<file path="src/rtl/word_tx_arbiter.sv">
// Two-requester round-robin arbiter that serialises 16-bit words into two
// byte transfers on a UART transmitter start/busy handshake.
module word_tx_arbiter #(
  parameter bit LSB_FIRST = 1'b1
) (
  input  logic        clk,
  input  logic        rst,
  input  logic        ce,
  input  logic        req0,
  input  logic [15:0] word0,
  output logic        ack0,
  input  logic        req1,
  input  logic [15:0] word1,
  output logic        ack1,
  input  logic        tx_busy,
  output logic        tx_start,
  output logic [7:0]  tx_byte,
  output logic        busy,
  output logic [15:0] word_count
);

  localparam logic [1:0] S_IDLE      = 2'd0;
  localparam logic [1:0] S_SEND      = 2'd1;
  localparam logic [1:0] S_WAIT_BUSY = 2'd2;
  localparam logic [1:0] S_WAIT_DONE = 2'd3;

  logic [1:0]  state_q, state_d;
  logic        byte_idx_q, byte_idx_d;
  logic [15:0] word_q, word_d;
  logic        last_grant_q, last_grant_d;
  logic        ack0_q, ack0_d, ack1_q, ack1_d;
  logic        tx_start_q, tx_start_d;
  logic [7:0]  tx_byte_q, tx_byte_d;
  logic [15:0] word_count_q, word_count_d;

  logic grant1;
  logic hi_sel;

  // On a tie the requester not served last wins; last_grant resets to 1 so 0 wins first.
  assign grant1 = (req0 && req1) ? ~last_grant_q : req1;
  assign hi_sel = LSB_FIRST ? byte_idx_q : ~byte_idx_q;

  always_comb begin
    state_d      = state_q;
    byte_idx_d   = byte_idx_q;
    word_d       = word_q;
    last_grant_d = last_grant_q;
    ack0_d       = 1'b0;
    ack1_d       = 1'b0;
    tx_start_d   = 1'b0;
    tx_byte_d    = tx_byte_q;
    word_count_d = word_count_q;
    if (ce) begin
      case (state_q)
        S_IDLE: begin
          if (req0 || req1) begin
            word_d       = grant1 ? word1 : word0;
            ack0_d       = ~grant1;
            ack1_d       = grant1;
            last_grant_d = grant1;
            byte_idx_d   = 1'b0;
            state_d      = S_SEND;
          end
        end
        S_SEND: begin
          if (!tx_busy) begin
            tx_start_d = 1'b1;
            tx_byte_d  = hi_sel ? word_q[15:8] : word_q[7:0];
            state_d    = S_WAIT_BUSY;
          end
        end
        S_WAIT_BUSY: begin
          if (tx_busy) state_d = S_WAIT_DONE;
        end
        S_WAIT_DONE: begin
          if (!tx_busy) begin
            if (!byte_idx_q) begin
              byte_idx_d = 1'b1;
              state_d    = S_SEND;
            end else begin
              word_count_d = word_count_q + 16'd1;
              state_d      = S_IDLE;
            end
          end
        end
        default: state_d = S_IDLE;
      endcase
    end
  end

  // Pulse registers load their _d every edge, so they clear even when ce is low.
  always_ff @(posedge clk or posedge rst) begin
    if (rst) begin
      state_q      <= S_IDLE;
      byte_idx_q   <= 1'b0;
      word_q       <= 16'h0000;
      last_grant_q <= 1'b1;
      ack0_q       <= 1'b0;
      ack1_q       <= 1'b0;
      tx_start_q   <= 1'b0;
      tx_byte_q    <= 8'h00;
      word_count_q <= 16'h0000;
    end else begin
      state_q      <= state_d;
      byte_idx_q   <= byte_idx_d;
      word_q       <= word_d;
      last_grant_q <= last_grant_d;
      ack0_q       <= ack0_d;
      ack1_q       <= ack1_d;
      tx_start_q   <= tx_start_d;
      tx_byte_q    <= tx_byte_d;
      word_count_q <= word_count_d;
    end
  end

  assign ack0       = ack0_q;
  assign ack1       = ack1_q;
  assign tx_start   = tx_start_q;
  assign tx_byte    = tx_byte_q;
  assign busy       = (state_q != S_IDLE);
  assign word_count = word_count_q;

endmodule

</file>
<file path="config.mk">
export PLATFORM = sky130hd
export DESIGN_NAME = word_tx_arbiter
export DESIGN_NICKNAME = d
export VERILOG_FILES = /design/src/rtl/word_tx_arbiter.sv
export SDC_FILE = /design/constraint.sdc
export NUM_CORES = 1
export LEC_CHECK = 0
export ABC_AREA = 1
export CAP_MARGIN = 40
export CELL_PAD_IN_SITES_DETAIL_PLACEMENT = 1
export CELL_PAD_IN_SITES_GLOBAL_PLACEMENT = 1
export CORE_MARGIN = 1.5
export CORE_UTILIZATION = 33
export CTS_BUF_LIST = sky130_fd_sc_hd__clkbuf_4 sky130_fd_sc_hd__clkbuf_8
export DETAILED_ROUTE_END_ITERATION = 8
export HOLD_SLACK_MARGIN = 0.03
export PLACE_DENSITY = 0.82
export SYNTH_ARGS = -nofsm -noshare
export SYNTH_HDL_FRONTEND = slang
export SYNTH_SLANG_ARGS = --single-unit
</file>
<file path="constraint.sdc">
create_clock -name clk -period 1.5 [get_ports clk]
set_input_delay 0.15 -clock clk [delete_from_list [all_inputs] [get_ports clk]]
set_output_delay 0.15 -clock clk [all_outputs]
set_load 0.02 [all_outputs]
</file>
Word-level counts from Yosys, hierarchy flattened. Index checks and enable logic that the tools add are counted. Widths: inputs -> output; s select.

Reductions and logical operators: 10. Multiplexer cells: 21. Add/sub/neg operators: 1. Bitwise gates (word level): 3. Equality and inequality tests: 7.

Operator list (number): $add 16x1->16 const B (1); $mux 16 (1); $mux 1 (13); $mux 2 (4); $mux 8 (1); $ne 2x2->1 const B (4); $pmux 2 s4 (1); $reduce_and 4->1 (2); $reduce_and 3->1 (2); $reduce_and 5->1 (1); $eq 2x2->1 const B (2); $reduce_bool 2->1 (2); $not 1->1 (3); $eq 2x1->1 const B (1); $logic_not 2->1 (1); $pmux 1 s2 (1); $logic_and 1x1->1 (1); $logic_or 1x1->1 (1).

Input bits: 38. Flip-flop bits (word level): 47. Logic and storage cells: 51. Output and inout bits: 28.

Depth between registers and ports, before layout. Gate-level depths: netlist of run 1.

Word-level depth: 6. Depth in mapped cells: 9. Gate-level depth less buffers: 9.

Least setup slack after synthesis of run 1. Ideal clock, no wire load.

Path type: reg2reg. Start point: register state_q[0]. End point: register word_q[0]. Slack: -0.003 ns. Setup time: 0.080 ns. Arrival time: 1.423 ns. Stages on the path, launching flop included: 8. Clock period less this slack: 1.503 ns. Path buffers: 1. Required time: 1.420 ns. Cell sequence: dfrtp_1 -> inv_1 -> ha_1 -> inv_2 -> nor3_4 -> buf_6 -> o21ai_2 -> o22ai_2.

Cells in the longest elaborated chain, start to end: 2.

Ends and longest elaborated chain: from (decl) (line 27) `logic [1:0] state_q, state_d;`; from (signal assigned) (line 104) `state_q <= state_d;`; $logic_not 2->1 (line 54) `case (state_q)`; $reduce_and 3->1 (no source line); to (signal assigned) (line 106) `word_q <= word_d;`; to (decl) (line 29) `logic [15:0] word_q, word_d;`.

Every way passes these cells. A chain may end at the register's enable or synchronous reset.

Worst setup path after layout of run 1.
Start point: register state_q[1]. End point: register word_q[3].

Same word-level chain as after synthesis.

==> results.md, run 1 <==
- Post-synthesis net count: 324
- Synth cell types: 29
- Overflow after GRT: 0
- Switching power: 1.79 mW
- Mean instance size in the synthesized netlist: 8.70 µm²
- Count of buffers inserted at the top-level ports: 65
- Layout overhead on the synthesized area: 46.1%
- Combined area of the multi-input logic cells: 1150 µm²
- Area enclosed by the die boundary: 7910 µm²
- F_max: ~670 MHz
- Share of the synthesized area in the top cell type: 47.3%
- I/O Pins: 66
- Layout fillers: 885
- Number of iterations in the first detailed-routing pass: 4
- Cell internal power dissipation: 3.09 mW
- Post-synth top flop: sky130_fd_sc_hd__dfrtp_1
- CP endpoint: word_q[3]
- CP startpoint: state_q[1]
- Synth async-reset ratio: 100%
- Flop2flop setup slack: 20 ps
- First-pass GRT wire length: 10.7 mm
- Setup violations, final: 0
- Maximum root-to-sink buffer count: 2
- Final Hold Fails: 0
- FF+latch area: 1180 µm²
- Final total power: slightly below 5 mW
- Worst Setup End Kind: register
- Final Critical Period: 1480 ps
- Antenna Violating Nets Remaining: 0
- Commonest non-fill, non-tap cells in the layout: 60 x sky130_fd_sc_hd__nand2_1, 49 x sky130_fd_sc_hd__clkdlybuf4s50_1, 46 x sky130_fd_sc_hd__dfrtp_1, 33 x sky130_fd_sc_hd__nor2_1, 24 x sky130_fd_sc_hd__buf_4
- Via total after detailed routing: 2,196
- Total wirelength of the detailed-routed design: between 6 and 7 mm
- Crit-path max FO: 7
- Number of cells on the worst reg-to-reg path: 9
- Clock sink total: 47
- Fraction of the yosys area taken by sequential cells: 48.3%
- Max transition margin: 78.1%
- Core Footprint: 7210 µm²
- Worst endpoint required time: 1720 ps
- Start of the worst register-to-register path: state_q[1]
- Number of flops mapped to enable cells by yosys: 0
- Number of maximum-capacitance violations: 0
- Fraction of the cycle the final worst path needs: 98.9%
- Avg Vias per Cell: about 4.6
- Max Clock Skew: 6.74 ps
- Gate count of the mapped netlist: 280
- Post-synthesis register bit count: 47
- H-tree level count: 2
- Clock Root Buffer: sky130_fd_sc_hd__clkbuf_8
- Clock power frac: approximately 16%
- Routed wirelength normalized by instance count: 14.0 µm
- Yosys warns: 0
- Antenna violations before repair: 0
- Class of the most critical setup path: register to register
- Most common cell after layout, fill and taps aside: sky130_fd_sc_hd__nand2_1
- Total leakage power: 1.70 nW
- Overall track demand over capacity in global routing: 17.7%
- Largest net degree at the start of global routing: 48
- Layout cells sized above 1: 22.1%
- Sequential share of power: 39.6%
- Final weighted congestion in routability-driven placement: 0.822
- Area leader, netlist: sky130_fd_sc_hd__dfrtp_1
- Critical path data arrival time: 1710 ps
- PwrDens: 1370 nW/µm²
- Nets: 419
- Most area-consuming cells after synthesis: sky130_fd_sc_hd__dfrtp_1 47%, sky130_fd_sc_hd__nand2_1 9.7%, sky130_fd_sc_hd__nor2_1 5.4%
- Total DRC errors in the routed layout: 0
- Post-route worst setup slack: 16.9 ps
- Status: complete, no violations
- Count of inserted antenna diode cells: 0
- Width of the chip: 88.9 µm
- Initial DRC count: 64
- Vias in the first global route: ~2,300
- Pre-CTS setup slack: -116 ps
- Tightest Pin Transition: 329 ps
- Y dimension of the die: 88.9 µm
- Element type at the critical path start: register
- Peak supply drop: 0.480 mV
- Clock tree from TritonCTS: yes
- Post-synthesis instance area: 2440 µm²
- Latest clock arrival within the worst-skew pair: 290 ps
- Combinational fraction of design power: roughly 45%
- Type of the tightest min-delay check: input pin to asynchronous set/reset pin
- Clock-pin transition on the worst setup and hold timing paths: approximately 90 ps
- # rows: 31
- Sw Ratio: 36.6%
- Max-slew violations: 0
- Starting utilization of the core area: 33.8%
- RSZ-0062 raised after global routing: yes
- TritonCTS buffer count: 5
- Worst flop-to-flop path endpoint: word_q[3]
- Sum of net half-perimeters after detailed placement: 4.93 mm
[layout make-up]
class	instances	area share [%]
Inverter	31	3.34
Clock inverter	1	0.141
Clock buffer	6	2.32
Timing Repair Buffer	95	25.4
Sequential cell	47	33.1
Tap cell	99	3.48
Multi-Input combinational cell	195	32.2
[worst min-delay path by stage]
| stage | from | end | slack, ps | depth (start not counted) |
|---|---|---|---|---|
| after floorplan | word0[0] | word_q[0] | 310 | 2 |
| after global placement | tx_byte[0] | tx_byte[0] | 470 | 1 |
| after detailed placement | tx_byte[0] | tx_byte[0] | 480 | 1 |
| after CTS | rst | word_count[10] | 220 | 3 |
| after global routing | rst | word_count[14] | 250 | 3 |
| final | rst | word_count[14] | 210 | 3 |
[registers in the layout (all words and copies together) (netlist names)]
name and cells:
tx_start 1, state_q 2, byte_idx_q 1, word_count 16
ack1 1, last_grant_q 1, word_q 16, ack0 1
tx_byte 8
[power groups by stage]
| stage | clock [mW] | combinational, mW | sequential, mW |
|---|---|---|---|
| 2_1_floorplan | 0 | 0.995 | 2.06 |
| 3_3_place_gp | 0 | 1.86 | 1.94 |
| 3_5_place_dp | 0 | 1.95 | 1.96 |
| 4_1_cts | 0.795 | 1.98 | 1.94 |
| 5_1_grt | 0.842 | 2.40 | 1.97 |
| 6_report | 0.770 | 2.18 | 1.93 |
[per-layer routing]
metal  vias up  track usage, %  wire (µm)
met5         -               0          0
met4         0            4.97         64
met3         6            2.68        211
met2        56            33.5       3550
met1      1041            20.6       2820
li1       1093               -          -
[cells by family after synthesis]
group	after synthesis	synth area share, %
simple gates	124	22.5
flops	47	48.3
xor+xnor	9	3.24
fa+ha+maj	6	3.08
buf+inv	38	6.73
compound gates	56	16.1
[worst max-delay path, cell delays in order, from the launching register on]
cell,delay (ps)
sky130_fd_sc_hd__dfrtp_1,420
sky130_fd_sc_hd__inv_2,90
sky130_fd_sc_hd__ha_4,140
sky130_fd_sc_hd__inv_4,40
sky130_fd_sc_hd__nor3_4,220
sky130_fd_sc_hd__buf_12,150
sky130_fd_sc_hd__buf_8,110
sky130_fd_sc_hd__buf_6,80
sky130_fd_sc_hd__o21ai_2,50
sky130_fd_sc_hd__o21ai_2,110
[stage by stage]
stage                     std cells  instance area [µm²]  setup TNS (ps)  hold slack (ps)  utilization [%]
after CTS                       464                 3420               0              217             47.5
after detailed placement        453                 3310            -994              483             45.9
after global placement          453                 3310            -332              474             45.9
after floorplan                 280                 2440               0              309                -
final                           474                 3560               0              214             49.3
after global routing            474                 3560            -398              245             49.3
[what timing repair did]
item,CTS,global route
setup buffers,3,10
gates resized for setup,18,36
pin swaps,1,4
setup endpoints to repair,23,27
hold buffers,0,0
gates cloned,1,1
[synthesized netlist by cell type, types with 2 or more instances]
master	number
sky130_fd_sc_hd__nand3_1	6
sky130_fd_sc_hd__o211ai_1	8
sky130_fd_sc_hd__o21ai_1	8
sky130_fd_sc_hd__xnor2_1	4
sky130_fd_sc_hd__clkbuf_1	2
sky130_fd_sc_hd__inv_2	4
sky130_fd_sc_hd__nand2_2	5
sky130_fd_sc_hd__nand3b_1	6
sky130_fd_sc_hd__inv_1	27
sky130_fd_sc_hd__a21oi_1	2
sky130_fd_sc_hd__nor2_2	3
sky130_fd_sc_hd__dfrtp_1	46
sky130_fd_sc_hd__nor2_1	35
sky130_fd_sc_hd__xor2_1	5
sky130_fd_sc_hd__o21a_1	2
sky130_fd_sc_hd__ha_1	6
sky130_fd_sc_hd__buf_6	2
sky130_fd_sc_hd__nand2_1	63
sky130_fd_sc_hd__o21ai_0	21
sky130_fd_sc_hd__nand4_1	2
sky130_fd_sc_hd__nor2_4	2
sky130_fd_sc_hd__o22ai_2	8
sky130_fd_sc_hd__o21ai_2	7
Power figures use the tool's default switching activity.
==> run 2, diff against run 1 <==
- GPL_TIMING_DRIVEN: not set -> 0
- REMOVE_ABC_BUFFERS: not set -> 1
==> run 2 against run 1 <==
Effect of this change: the run now ends with setup timing left; count of clock-buffer cells in the layout is the same; global-route usage grew 0.38 points; die area is the same; non-clock buffer count shrank 8; clock power grew 27%; final area grew 3.9%; hold slack lost 79 ps; critical path type unchanged; largest power group unchanged; highest routed layer unchanged.
==> results.md, run 2 (synthesized netlist as in run 1, its figures left out) <==
- CP startpoint: state_q[0]
- Setup violations, final: 10
- Number of iterations in the first detailed-routing pass: 4
- Final Critical Period: 1540 ps
- Total wirelength of the detailed-routed design: 6.89 mm
- Start of the worst register-to-register path: state_q[0]
- Nets: 412
- I/O Pins: 66
- Overflow after GRT: 0
- Clock tree from TritonCTS: yes
- Y dimension of the die: roughly 89 µm
- Most common cell after layout, fill and taps aside: sky130_fd_sc_hd__nand2_1
- # rows: 31
- First-pass GRT wire length: 10.9 mm
- Overall track demand over capacity in global routing: 18.1%
- Maximum root-to-sink buffer count: 2
- Total leakage power: 1.76 nW
- Final weighted congestion in routability-driven placement: 0.825
- Starting utilization of the core area: 33.8%
- Layout cells sized above 1: 25.5%
- Vias in the first global route: 2,293
- Flop2flop setup slack: -40 ps
- Peak supply drop: 0.664 mV
- Antenna violations before repair: 0
- Library cell appearing most often on the critical path: sky130_fd_sc_hd__buf_12
- Delay of the slowest cell on the worst path: approximately 440 ps
- Element type at the critical path start: register
- Latest clock arrival within the worst-skew pair: 300 ps
- Tightest Pin Transition: 380 ps
- Final Hold Fails: 0
- Ordered cell list for the critical path: inv_2, ha_4, inv_4, nor3_4, buf_12, buf_12, inv_8, nand2_1, o21ai_1
- TritonCTS buffer count: 5
- Commonest non-fill, non-tap cells in the layout: 55 x sky130_fd_sc_hd__nand2_1, 45 x sky130_fd_sc_hd__clkdlybuf4s50_1, 44 x sky130_fd_sc_hd__dfrtp_1, 30 x sky130_fd_sc_hd__nor2_1, 22 x sky130_fd_sc_hd__inv_1
- Via total after detailed routing: between 2,000 and 2,500
- Number of maximum-capacitance violations: 0
- Fraction of the cycle the final worst path needs: 103%
- Layout overhead on the synthesized area: 51.8%
- Width of the chip: 88.9 µm
- Initial DRC count: 61
- Max-slew violations: 0
- Crit-path max FO: 10
- Post-route worst setup slack: -39.0 ps
- Count of inserted antenna diode cells: 0
- Total non-filler cell area in the finished layout: 3700 µm²
- Sum of net half-perimeters after detailed placement: roughly 4.7 mm
- RSZ-0062 raised after global routing: yes
- F_max: 650 MHz
- Avg Vias per Cell: 4.76
- Count of buffers inserted at the top-level ports: 65
- PwrDens: 1420 nW/µm²
- Worst Setup End Kind: register
- Clock Root Buffer: sky130_fd_sc_hd__clkbuf_8
- Clock sink total: 47
- Failing checks: setup timing
- Routed wirelength normalized by instance count: 14.7 µm
- Max transition margin: 74.7%
- Class of the most critical setup path: register to register
- H-tree level count: 2
- Pre-CTS setup slack: -468 ps
- Type of the tightest min-delay check: input pin to asynchronous set/reset pin
- Critical path data arrival time: roughly 1700 ps
- Number of cells on the worst reg-to-reg path: 9
- Instance area after placement: 3200 µm²
- Total DRC errors in the routed layout: 0
- Core Footprint: ~7200 µm²
- Clock-pin transition on the worst setup and hold timing paths: 90 ps
- Largest net degree at the start of global routing: 34
- Area enclosed by the die boundary: 7910 µm²
- Status: finished, violations left
- Worst flop-to-flop path endpoint: word_q[8]
- Worst endpoint required time: 1690 ps
- Max Clock Skew: approximately 7.1 ps
- Antenna Violating Nets Remaining: 0
- Cell with the largest stage delay on the worst path: sky130_fd_sc_hd__dfrtp_2
## run 2: cell count changes in the layout (fill, tap and decap cells not counted), moves of 4 or more
cell                              previous run  this run
sky130_fd_sc_hd__buf_4                      24        14
sky130_fd_sc_hd__nand2_1                    60        55
sky130_fd_sc_hd__clkdlybuf4s50_1            49        45
sky130_fd_sc_hd__nand2_4                     1         5
sky130_fd_sc_hd__o21ai_2                     7        11
## run 2: area by class of cell
| class | instances | area, µm² |
|---|---|---|
| Clock buffer | 6 | 82.6 |
| Clock inverter | 2 | 35.0 |
| Fill cell | 854 | 3520 |
| Inverter | 31 | 131 |
| Multi-Input combinational cell | 196 | 1250 |
| Sequential cell | 47 | 1180 |
| Tap cell | 99 | 124 |
| Timing Repair Buffer | 87 | 892 |
## run 2: how the worst max path moves through the flow
| stage | end | slack [ps] | cells past startpoint |
|---|---|---|---|
| finish | word_q[8] | -40 | 9 |
| detailed placement | tx_byte[0] | -470 | 6 |
| global placement | word_q[5] | -860 | 7 |
| floorplan | word_q[2] | -480 | 7 |
| global route | word_q[8] | -120 | 8 |
| CTS | word_q[8] | -30 | 9 |
## run 2: routing by layer
layer	track usage, %	share of wire, %	vias to the layer above
li1	-	-	1084
met1	21.1	42	1080
met2	33.1	52	58
met3	5.26	5.3	6
met4	3.41	0.52	0
met5	0	0	-
## run 2: critical path, delay by kind of cell (launching register included)
family	cells	cell delay (ps)
DFF	1	440
and+or+nand+nor	2	270
adders and majority gates	1	150
AOI/OAI and AO/OA	1	60
buffers and inverters	5	490
## run 2: through the flow
stage / std cells / util, % / hold WS [ps] / TNS, ps / total power [mW]
after floorplan: 273 / - / 309 / -7960 / 3.00
after global placement: 437 / 43.8 / 467 / -55570 / 3.64
after detailed placement: 439 / 44.3 / 474 / -11220 / 3.76
after CTS: 453 / 47.8 / 141 / -110 / 4.93
after global routing: 468 / 51.3 / 149 / -1840 / 5.61
final: 468 / 51.3 / 135 / -161 / 5.24
## run 2: timing repair
| action | in CTS | in global routing |
|---|---|---|
| setup endpoints to repair | 57 | 39 |
| buffers inserted | 5 | 13 |
| hold buffers | 0 | 0 |
| gates resized for setup | 38 | 49 |
| pin swaps | 3 | 12 |
| gates cloned | 1 | 2 |
## run 2: power by group
group | internal, mW | total, mW | switching (mW)
Clock | 0.540 | 0.975 | 0.436
Sequential | 1.68 | 1.97 | 0.286
Combinational | 1.11 | 2.30 | 1.18
Total | 3.33 | 5.24 | 1.90
